### src/rtl/intr_ctrl.sv
// intr_ctrl: prioritized interrupt controller with pending/mask registers and an IDLE/REQ/SERVICE handshake.
// Define INTR_CTRL_EDGE_EN for rising-edge-sensitive irq lines; the default build is level-sensitive.
module intr_ctrl #(
   parameter int N_IRQ = 4
) (
   input  logic             clk,
   input  logic             reset,
   input  logic [N_IRQ-1:0] irq,
   input  logic             intr_en,
   input  logic             inst_boundary,
   input  logic             iret,
   input  logic             wr_en,
   input  logic [1:0]       wr_addr,
   input  logic [31:0]      wr_data,
   output logic             intr_req,
   output logic [3:0]       intr_id,
   output logic             in_service,
   output logic [N_IRQ-1:0] pending,
   output logic [N_IRQ-1:0] mask
);

   typedef enum logic [1:0] {
      IDLE    = 2'd0,
      REQ     = 2'd1,
      SERVICE = 2'd2
   } state_e;

   localparam logic [1:0]       ADDR_MASK   = 2'd0;
   localparam logic [1:0]       ADDR_CLR    = 2'd1;
   localparam logic [1:0]       ADDR_SET    = 2'd2;
   localparam logic [N_IRQ-1:0] ZERO_VEC    = {N_IRQ{1'b0}};
   localparam logic [N_IRQ-1:0] ONE_HOT_LSB = {{(N_IRQ-1){1'b0}}, 1'b1};

   state_e           state_q;
   logic             intr_req_q;
   logic             in_service_q;
   logic [3:0]       intr_id_q;
   logic [N_IRQ-1:0] pending_q;
   logic [N_IRQ-1:0] pending_d;
   logic [N_IRQ-1:0] mask_q;
   logic [N_IRQ-1:0] mask_d;
   logic [N_IRQ-1:0] eligible_s;
   logic [N_IRQ-1:0] elig_shift_s;
   logic [N_IRQ-1:0] irq_set_s;
   logic [N_IRQ-1:0] sw_set_s;
   logic [N_IRQ-1:0] sw_clr_s;
   logic [N_IRQ-1:0] accept_clr_s;
   logic             id_eligible_s;
   logic             unused_wr_data_s;

   // Lowest index wins: scan from the top so the last hit is the smallest index.
   function automatic logic [3:0] prio_idx(input logic [N_IRQ-1:0] vec);
      logic [3:0] idx;
      idx = 4'd0;
      for (int i = N_IRQ - 1; i >= 0; i--) begin
         if (vec[i]) begin
            idx = 4'(i);
         end else begin
            idx = idx;
         end
      end
      return idx;
   endfunction

`ifdef INTR_CTRL_EDGE_EN
   logic [N_IRQ-1:0] irq_q;

   // Previous irq sample for rising-edge detection.
   always_ff @(posedge clk) begin
      if (reset) begin
         irq_q <= ZERO_VEC;
      end else begin
         irq_q <= irq;
      end
   end

   assign irq_set_s = irq & ~irq_q;
`else
   assign irq_set_s = irq;
`endif

   assign eligible_s       = pending_q & mask_q;
   assign elig_shift_s     = eligible_s >> intr_id_q;
   assign id_eligible_s    = elig_shift_s[0];
   assign unused_wr_data_s = ^wr_data[31:N_IRQ];

   // Register-write decode and pending next state; sets are applied last so they win over clears.
   always_comb begin
      sw_set_s     = ZERO_VEC;
      sw_clr_s     = ZERO_VEC;
      mask_d       = mask_q;
      accept_clr_s = ZERO_VEC;
      if (wr_en) begin
         case (wr_addr)
            ADDR_MASK: mask_d   = wr_data[N_IRQ-1:0];
            ADDR_CLR:  sw_clr_s = wr_data[N_IRQ-1:0];
            ADDR_SET:  sw_set_s = wr_data[N_IRQ-1:0];
            default:   mask_d   = mask_q;
         endcase
      end else begin
         mask_d = mask_q;
      end
      if ((state_q == REQ) && inst_boundary) begin
         accept_clr_s = ONE_HOT_LSB << intr_id_q;
      end else begin
         accept_clr_s = ZERO_VEC;
      end
      pending_d = (pending_q & ~(sw_clr_s | accept_clr_s)) | irq_set_s | sw_set_s;
   end

   // Pending and mask registers.
   always_ff @(posedge clk) begin
      if (reset) begin
         pending_q <= ZERO_VEC;
         mask_q    <= ZERO_VEC;
      end else begin
         pending_q <= pending_d;
         mask_q    <= mask_d;
      end
   end

   // Request handshake FSM; intr_id is frozen while a request is outstanding.
   always_ff @(posedge clk) begin
      if (reset) begin
         state_q      <= IDLE;
         intr_req_q   <= 1'b0;
         in_service_q <= 1'b0;
         intr_id_q    <= 4'd0;
      end else begin
         case (state_q)
            IDLE: begin
               if (intr_en && (eligible_s != ZERO_VEC)) begin
                  state_q    <= REQ;
                  intr_id_q  <= prio_idx(eligible_s);
                  intr_req_q <= 1'b1;
               end
            end
            REQ: begin
               if (inst_boundary) begin
                  state_q      <= SERVICE;
                  intr_req_q   <= 1'b0;
                  in_service_q <= 1'b1;
               end else if (!intr_en || !id_eligible_s) begin
                  state_q    <= IDLE;
                  intr_req_q <= 1'b0;
               end
            end
            SERVICE: begin
               if (iret) begin
                  state_q      <= IDLE;
                  in_service_q <= 1'b0;
               end
            end
            default: begin
               state_q      <= IDLE;
               intr_req_q   <= 1'b0;
               in_service_q <= 1'b0;
            end
         endcase
      end
   end

   assign intr_req   = intr_req_q;
   assign intr_id    = intr_id_q;
   assign in_service = in_service_q;
   assign pending    = pending_q;
   assign mask       = mask_q;

endmodule

### config.mk
export PLATFORM = sky130hd
export DESIGN_NAME = intr_ctrl
export DESIGN_NICKNAME = d
export VERILOG_FILES = /design/src/rtl/intr_ctrl.sv
export SDC_FILE = /design/constraint.sdc
export NUM_CORES = 1
export LEC_CHECK = 0
export CORE_UTILIZATION = 31
export CTS_CLUSTER_DIAMETER = 40
export CTS_CLUSTER_SIZE = 10
export DETAILED_ROUTE_END_ITERATION = 8
export HOLD_SLACK_MARGIN = 0.06
export PLACE_DENSITY = 0.79
export SYNTH_ARGS = -nofsm -noshare
export SYNTH_HDL_FRONTEND = slang
export SYNTH_SLANG_ARGS = --single-unit
### constraint.sdc
create_clock -name clk -period 1.8 [get_ports clk]
set_input_delay 0.18 -clock clk [delete_from_list [all_inputs] [get_ports clk]]
set_output_delay 0.18 -clock clk [all_outputs]
set_load 0.05 [all_outputs]
* After elaboration in Yosys (flattened, before gate mapping) *
Index checks and enable logic that the tools add are counted.
Widths: inputs -> output; s select.

operators by class
  $mul = 0
  shift-type cells = 2
  bitwise operators = 8
  equal/unequal tests = 8
  $lt $le $gt $ge = 0
  add/subtract/negate cells = 0
  reduce and logical (&&, ||, !) cells = 13
  multiplexer cells = 21
  divide/modulo/power cells = 0

operator list
  operator             number
  $mux 4               8
  $or 4x4->4           3
  $mux 2               5
  $reduce_and 3->1     3
  $and 4x4->4          2
  $ne 2x2->1 const B   3
  $pmux 1 s3           2
  $pmux 2 s3           1
  $mux 1               5
  $eq 2x1->1 const B   2
  $eq 2x2->1 const B   2
  $logic_not 2->1      2
  $not 4->4            1
  $reduce_and 2->1     2
  $reduce_bool 4->1    1
  $shl 1x4->4 const A  1
  $shr 4x4->1          1
  $ne 3x2->1 const B   1
  $logic_and 1x1->1    2
  $logic_not 1->1      2
  $not 1->1            2
  $logic_or 1x1->1     1

storage, ports and cells
  bits in writable memories = 0
  output and inout bits = 14
  memories kept = 0
  register bits = 16
  bits in latches = 0
  ROM bits = 0

* Longest topological paths before layout *
Gate-level depths: netlist of the first run.

  depth in word-level cells = 8
  depth in mapped cells = 4
  depth with buffers taken out = 4

* Worst setup path before layout of the first run *
No wires, ideal clock.

  kind = register -> register
  start = register pending_q[2] (netlist: pending[2])
  end = register intr_req_q (netlist: intr_req)
  period minus slack after synthesis = 2.055 ns
  stages on the path, launching flop included = 5
  setup slack = -0.255 ns
  library setup time = 0.086 ns
  arrival = 1.969 ns
  path through = dfxtp_1 -> nand2_1 -> mux4_2 -> or4b_4 -> a221oi_2

on the way
  word-level cells in the longest chain between the ends = 6

ends and longest elaborated chain
  element                       RTL line  source
  from (decl)                   38        logic [N_IRQ-1:0] pending_q;
  from (signal assigned)        117       pending_q <= pending_d;
  $and 4x4->4 *                 82        assign eligible_s = pending_q & mask_q;
  $shr 4x4->1                   83        assign elig_shift_s = eligible_s >> intr_id_q;
  $logic_not 1->1               143       end else if (!intr_en || !id_eligible_s) begin
  $logic_or 1x1->1              143
  $ne 3x2->1 (no line)          n/a
  $reduce_and 3->1 (no line) *  n/a
  to (signal assigned)          141       intr_req_q <= 1'b0;
  to (signal assigned)          145       intr_req_q <= 1'b0;
  to (signal assigned)          156       intr_req_q <= 1'b0;
  to (decl)                     35        logic intr_req_q;

Mark *: on every way between the ends. The rest lies on a longest branch, timed or not.
A chain may end at the register's enable or synchronous reset.

* Worst setup path after layout of the first run *
  start = register mask_q[0] (netlist: mask[0])
  end = output port mask[0]

RTL lines
  element                 RTL line  source
  from (decl)             40        logic [N_IRQ-1:0] mask_q;
  from (signal assigned)  118       mask_q <= mask_d;
  to (decl)               19        output logic [N_IRQ-1:0] mask

No word-level cell between the ends.

==> results.tsv, run 1 <==
stage	metric	value	unit
grt	grt_pass1_vias	593	
worst_setup_path	max_stage_delay	800	ps
power	p_sw	0.0002003	W
power	switching_share	28.21	%
yosys	synth-edff-count	0	
die	initial_utilization	33.56	%
grt	grtUsageTotal	14.59	%
clock_network	ctsResizeCount	0	
clock_network	cts_hold_buffers	0	
worst_setup_path	crit_required	1620	ps
layout	syn_to_final_growth	59.96	%
die	die_h	48.56	um
yosys	syn-cell-area	671.9	um2
detailed_routing	wl_per_cell	12.24	um
sta	period_minus_slack	1734	ps
yosys	synthFlopType	dfxtp_1	
layout	fill_cells	201	
layout	antenna_cells	0	
worst_setup_path	worstPathArrival	1550	ps
worst_setup_path	crit_start	mask[0]	
yosys	synth-seq-cells	14	
placed_design	portBuffers	27	
worst_setup_path	reg2reg_slack	80	ps
sta	fin_worst_skew	3.204	ps
detailed_routing	drc	0	
clock_network	clkTransAtPathRegs	80	ps
die	core-area	2002	um2
worst_setup_path	slowest_stage	clkdlybuf4s50_1	
sta	slew_violations	0	
worst_setup_path	path_cells	buf_4 -> clkdlybuf4s50_1	
detailed_routing	firstDrtPassIters	4	
clock_network	cts_tree	built	
clock_network	post_cts_buffers	0	
placed_design	gp_congestion	0.7674	
detailed_routing	ant_nets	0	
sta	slew_headroom	66.37	%
yosys	ys_top_cells_by_area	dfxtp_1, a21oi_1, mux2i_1, nand2_1, o311ai_0	
clock_network	clockBufferDepth	2	
yosys	synth_largest_area_cell	dfxtp_1	
sta	hold_viol_final	0	
power	clockPowerShare	31.5	%
clock_network	h-tree-depth	1	
yosys	syn_area_per_cell	9.080	um2
worst_setup_path	reg2reg_to	intr_req	
die	die_x	48.56	um
grt	grt_antenna_before_repair	0	
sta	fmax	0.5768	GHz
status	outcome	finished, final reports clean	
worst_setup_path	r2r_start	intr_id[1]	
grt	overflow	0	
power	power_density	660.7	nW/um2
placed_design	hpwlAfterDp	1303	um
die	dieArea	2358	um2
power	p_leak	0.3828	nW
layout	seq_area	315.3	um2
yosys	seq_area_frac_synth	41.71	%
power	ir_worst_vdd	559.8	uV
sta	setup_viol	0	
yosys	async_flop_share	0	%
sta	fin_tns_setup	0	ps
die	io_pins	58	
worst_setup_path	criticalPathCategory	reg -> out	
sta	hold-worst-slack	464.9	ps
layout	drive_above_1_share	25.00	%
clock_network	clk_latency	280	ps
min_path	worstHoldPathType	reg -> reg	
die	rows	16	
power	p_comb_share	22.2	%
layout	multi_input_area	365.4	um2
yosys	synthCells	74	
yosys	ys.warnings.count	0	
clock_network	numCtsBuffers	3	
worst_setup_path	worstSetupEndpoint	mask[0]	
detailed_routing	drt-initial-drc-count	21	
clock_network	cts_sinks	14	
clock_network	root_buffer	clkbuf_4	
worst_setup_path	crit_path_start_kind	register	
detailed_routing	routed_via_density	5.089	
layout	final_cell_area	1075	um2
detailed_routing	drt-total-wl	1653	um
sta	rsz0062_at_grt	true	
layout	nNetsFinal	153	
power	intPower	0.0005098	W
run	maxCapViolCount	0	
grt	grt_pass1_wl	2642	um
sta	fin_crit_sh	96.31	%
layout	utilization	53.69	%
yosys	synth.distinct_cells	26	
worst_setup_path	worst-path-max-fanout	4	
placed_design	placedInstanceArea	1033	um2
power	pwr-share-seq	46.3	%
worst_setup_path	critPathCaptureType	output pin	
yosys	synth_top_area_share	41.71	%
detailed_routing	vias	687	
sta	worstMarginPinSlew	503.6	ps
worst_setup_path	r2r_cells	4	
grt	grt_max_degree	10	
==> worst min path at each step <==
stage	start	endpoint	slack, ps	cells past startpoint
6_report	in_service	in_service	460	2
5_1_grt	in_service	in_service	500	2
4_1_cts	intr_req	intr_req	470	2
3_5_place_dp	intr_req	intr_req	460	2
3_3_place_gp	in_service	in_service	440	2
2_1_floorplan	reset	pending[3]	240	1
==> power groups by stage <==
| stage | Clock [W] | Combinational (W) | Sequential [W] |
|---|---|---|---|
| after floorplan | 0 | 0.0000462 | 0.000375 |
| after global placement | 0 | 0.000155 | 0.000335 |
| after detailed placement | 0 | 0.000157 | 0.000336 |
| after CTS | 0.000234 | 0.000158 | 0.000329 |
| after global routing | 0.000252 | 0.000166 | 0.000332 |
| final | 0.000224 | 0.000158 | 0.000329 |
==> cells in the final DEF (no fill, tap or decap), drive strengths merged <==
| cell | n |
|---|---|
| clkdlybuf4s50 | 26 |
| dfxtp | 14 |
| a21oi | 12 |
| nand2 | 11 |
| nor2 | 5 |
| buf | 5 |
| o311ai | 4 |
| mux2i | 4 |
| clkbuf | 4 |
| inv | 3 |
| a22o | 2 |
| nor3b | 2 |
| and3b | 2 |
| conb | 2 |
| o21ai | 2 |
| nand3b | 1 |
| mux4 | 1 |
| or4b | 1 |
| a221oi | 1 |
| nand3 | 1 |
| a221o | 1 |
| a211oi | 1 |
| nand2b | 1 |
| o22ai | 1 |
| dlymetal6s2s | 1 |
==> cell families (layout without fill, tap and decap cells) <==
group | count (synthesis) | in the layout | synth area share [%]
multiplexers | 5 | 5 | 9.311
AND/OR/NAND/NOR | 24 | 24 | 19.00
flip-flops | 14 | 14 | 41.71
other | 1 | 2 | 0.5581
AO/OA/AOI/OAI | 24 | 24 | 24.95
buffers and inverters | 6 | 39 | 4.468
==> through the flow <==
| step | instances | total power, W | setup slack (ps) |
|---|---|---|---|
| after floorplan | 75 | 0.0004213 | 13.04 |
| after global placement | 131 | 0.0004903 | 65.36 |
| after detailed placement | 131 | 0.0004929 | 65.77 |
| after CTS | 135 | 0.0007206 | 42.78 |
| after global routing | 135 | 0.0007500 | -16.69 |
| final | 135 | 0.0007101 | 66.43 |
==> layer usage <==
metal  wire [um]  GRT usage, %  up-vias
met4           7         2.941        0
li1            -             -      341
met5           0             0        -
met2         835         25.35       23
met1         719         17.52      321
met3          91         4.717        2
==> Yosys cell counts, types with 2 or more instances <==
cell and n:
inv_1 2, and3b_1 2, dfxtp_1 14, nor2_1 5, nor3b_1 2, mux2i_1 4
o311ai_0 4, nand2_1 10, buf_4 2, a21oi_1 12, a22o_2 2
==> cell type report <==
type	count	area share (%)
Inverter	3	1.281
Clock buffer	4	3.376
Multi-Input combinational cell	55	33.99
Timing Repair Buffer	32	28.87
Sequential cell	14	29.34
Tap cell	27	3.143
==> critical path: cells and delay by family (launching register included) <==
family	cells	cell delay [ps]
flip-flops	1	350
buffers and inverters	2	920
==> flip-flops by register name (all words and copies together), names as in the netlist <==
signal and flops:
mask 4, pending 4, intr_req 1, state_q 2
intr_id 2, in_service 1
No activity file was read; power rests on OpenSTA's default activity.
==> run 2: changes to the inputs <==
- CORE_MARGIN: default -> 4
==> run 2 against run 1 <==
  * Worst setup slack got worse by 20 ps
  * Maximum frequency decreased by 1.1%
  * Final cell count unchanged
  * Sequential share of layout area is 0.068 points higher
  * Non-clock buffer count unchanged
  * Clock-buffer cell count unchanged
==> results.tsv, run 2 (synthesis results as in run 1) <==
stage	metric	value	unit
placed_design	placedInstanceArea	1033	um2
detailed_routing	drc	0	
grt	grt_pass1_wl	2904	um
die	core-area	2002	um2
grt	overflow	0	
status	outcome	finished, final reports clean	
sta	fmax	0.5703	GHz
die	dieArea	2976	um2
placed_design	portBuffers	27	
layout	syn_to_final_growth	59.59	%
detailed_routing	drt-initial-drc-count	1	
sta	rsz0062_at_grt	false	
sta	slew_violations	0	
sta	fin_crit_sh	97.41	%
sta	slew_headroom	66.61	%
sta	worstMarginPinSlew	499.3	ps
layout	nNetsFinal	153	
placed_design	gp_congestion	0.8807	
detailed_routing	routed_via_density	4.963	
worst_setup_path	worst-path-max-fanout	4	
sta	period_minus_slack	1753	ps
power	p_total	0.0007210	W
die	rows	16	
worst_setup_path	crit_required	1620	ps
layout	final_cell_area	1072	um2
power	ir_worst_vdd	377.6	uV
clock_network	cts_sinks	14	
clock_network	clkTransAtPathRegs	90	ps
detailed_routing	firstDrtPassIters	2	
grt	grt_pass1_vias	651	
die	io_pins	58	
detailed_routing	drt-total-wl	1727	um
worst_setup_path	reg2reg_slack	50	ps
sta	fin_tns_setup	0	ps
layout	drive_above_1_share	25.00	%
clock_network	h-tree-depth	1	
layout	antenna_cells	0	
worst_setup_path	worstPathArrival	1570	ps
clock_network	clockBufferDepth	2	
grt	grt_antenna_before_repair	0	
grt	grtUsageTotal	13.68	%
die	die_h	54.56	um
clock_network	numCtsBuffers	3	
sta	hold_viol_final	0	
sta	setup_viol	0	
power	power_density	672.4	nW/um2
detailed_routing	vias	670	
worst_setup_path	criticalPathCategory	reg -> out	
detailed_routing	wl_per_cell	12.79	um
sta	fin_worst_skew	4.619	ps
min_path	worstHoldPathType	reg -> reg	
clock_network	clk_latency	290	ps
clock_network	cts_tree	built	
die	die_x	54.56	um
grt	grt_max_degree	10	
clock_network	cts_hold_buffers	0	
die	initial_utilization	33.56	%
placed_design	hpwlAfterDp	1353	um
layout	final_cell_mix	clkdlybuf4s50_1, a21oi_1, nand2_1	
clock_network	root_buffer	clkbuf_4	
worst_setup_path	critPathCaptureType	output pin	
power	p_leak	0.3644	nW
run	maxCapViolCount	0	
worst_setup_path	crit_path_start_kind	register	
detailed_routing	ant_nets	0	
layout	final_common_cell	clkdlybuf4s50_1	
-- run 2: final timing paths --
| path | start | endpoint | cells after the start |
|---|---|---|---|
| max reg2reg | intr_id[1] | intr_req | 4 |
| min | in_service | in_service | 2 |
| max | intr_id[1] | intr_id[1] | 2 |
| min reg2reg | in_service | in_service | 2 |
-- run 2: area by class of cell --
type / instances / area, um2
inverters: 3 / 13.76
multi-input cells: 55 / 365.4
flip-flops and latches: 14 / 315.3
fillers: 199 / 929.6
well taps: 27 / 33.78
repair buffers: 32 / 307.8
clock buffers: 4 / 36.28
-- run 2: what timing repair did --
item                                    CTS  global route
endpoints found under the setup margin    0             1
gates resized for setup                   0             1
buffers inserted                          0             0
-- run 2: through the flow --
stage / hold WS (ps) / setup slack, ps / utilization (%) / cells
after floorplan: 239.4 / 13.04 / - / 75
after global placement: 443.5 / 63.78 / 51.63 / 131
after detailed placement: 457.9 / 63.61 / 51.63 / 131
after CTS: 471.4 / 40.63 / 53.44 / 135
after global routing: 486.7 / 11.57 / 53.56 / 135
final: 464.4 / 46.64 / 53.56 / 135
-- run 2: worst max-delay path: stages (launching register included) --
cell,delay (ps)
dfxtp_4,370
buf_4,120
clkdlybuf4s50_1,790
-- run 2: where the power goes --
part	internal, W	total (W)	switching [W]
Sequential	0.000316	0.000330	0.0000137
Combinational	0.0000709	0.000157	0.0000858
Clock	0.000123	0.000235	0.000111
-- run 2: per-layer routing --
layer	share of wire [%]	routed length (um)	vias up	GRT usage (%)
met3	7.1	122	3	3.270
met1	43	748	304	16.69
met2	48	831	22	22.51
met5	0	0	-	0
li1	-	-	341	-
met4	1.4	24	0	6.224
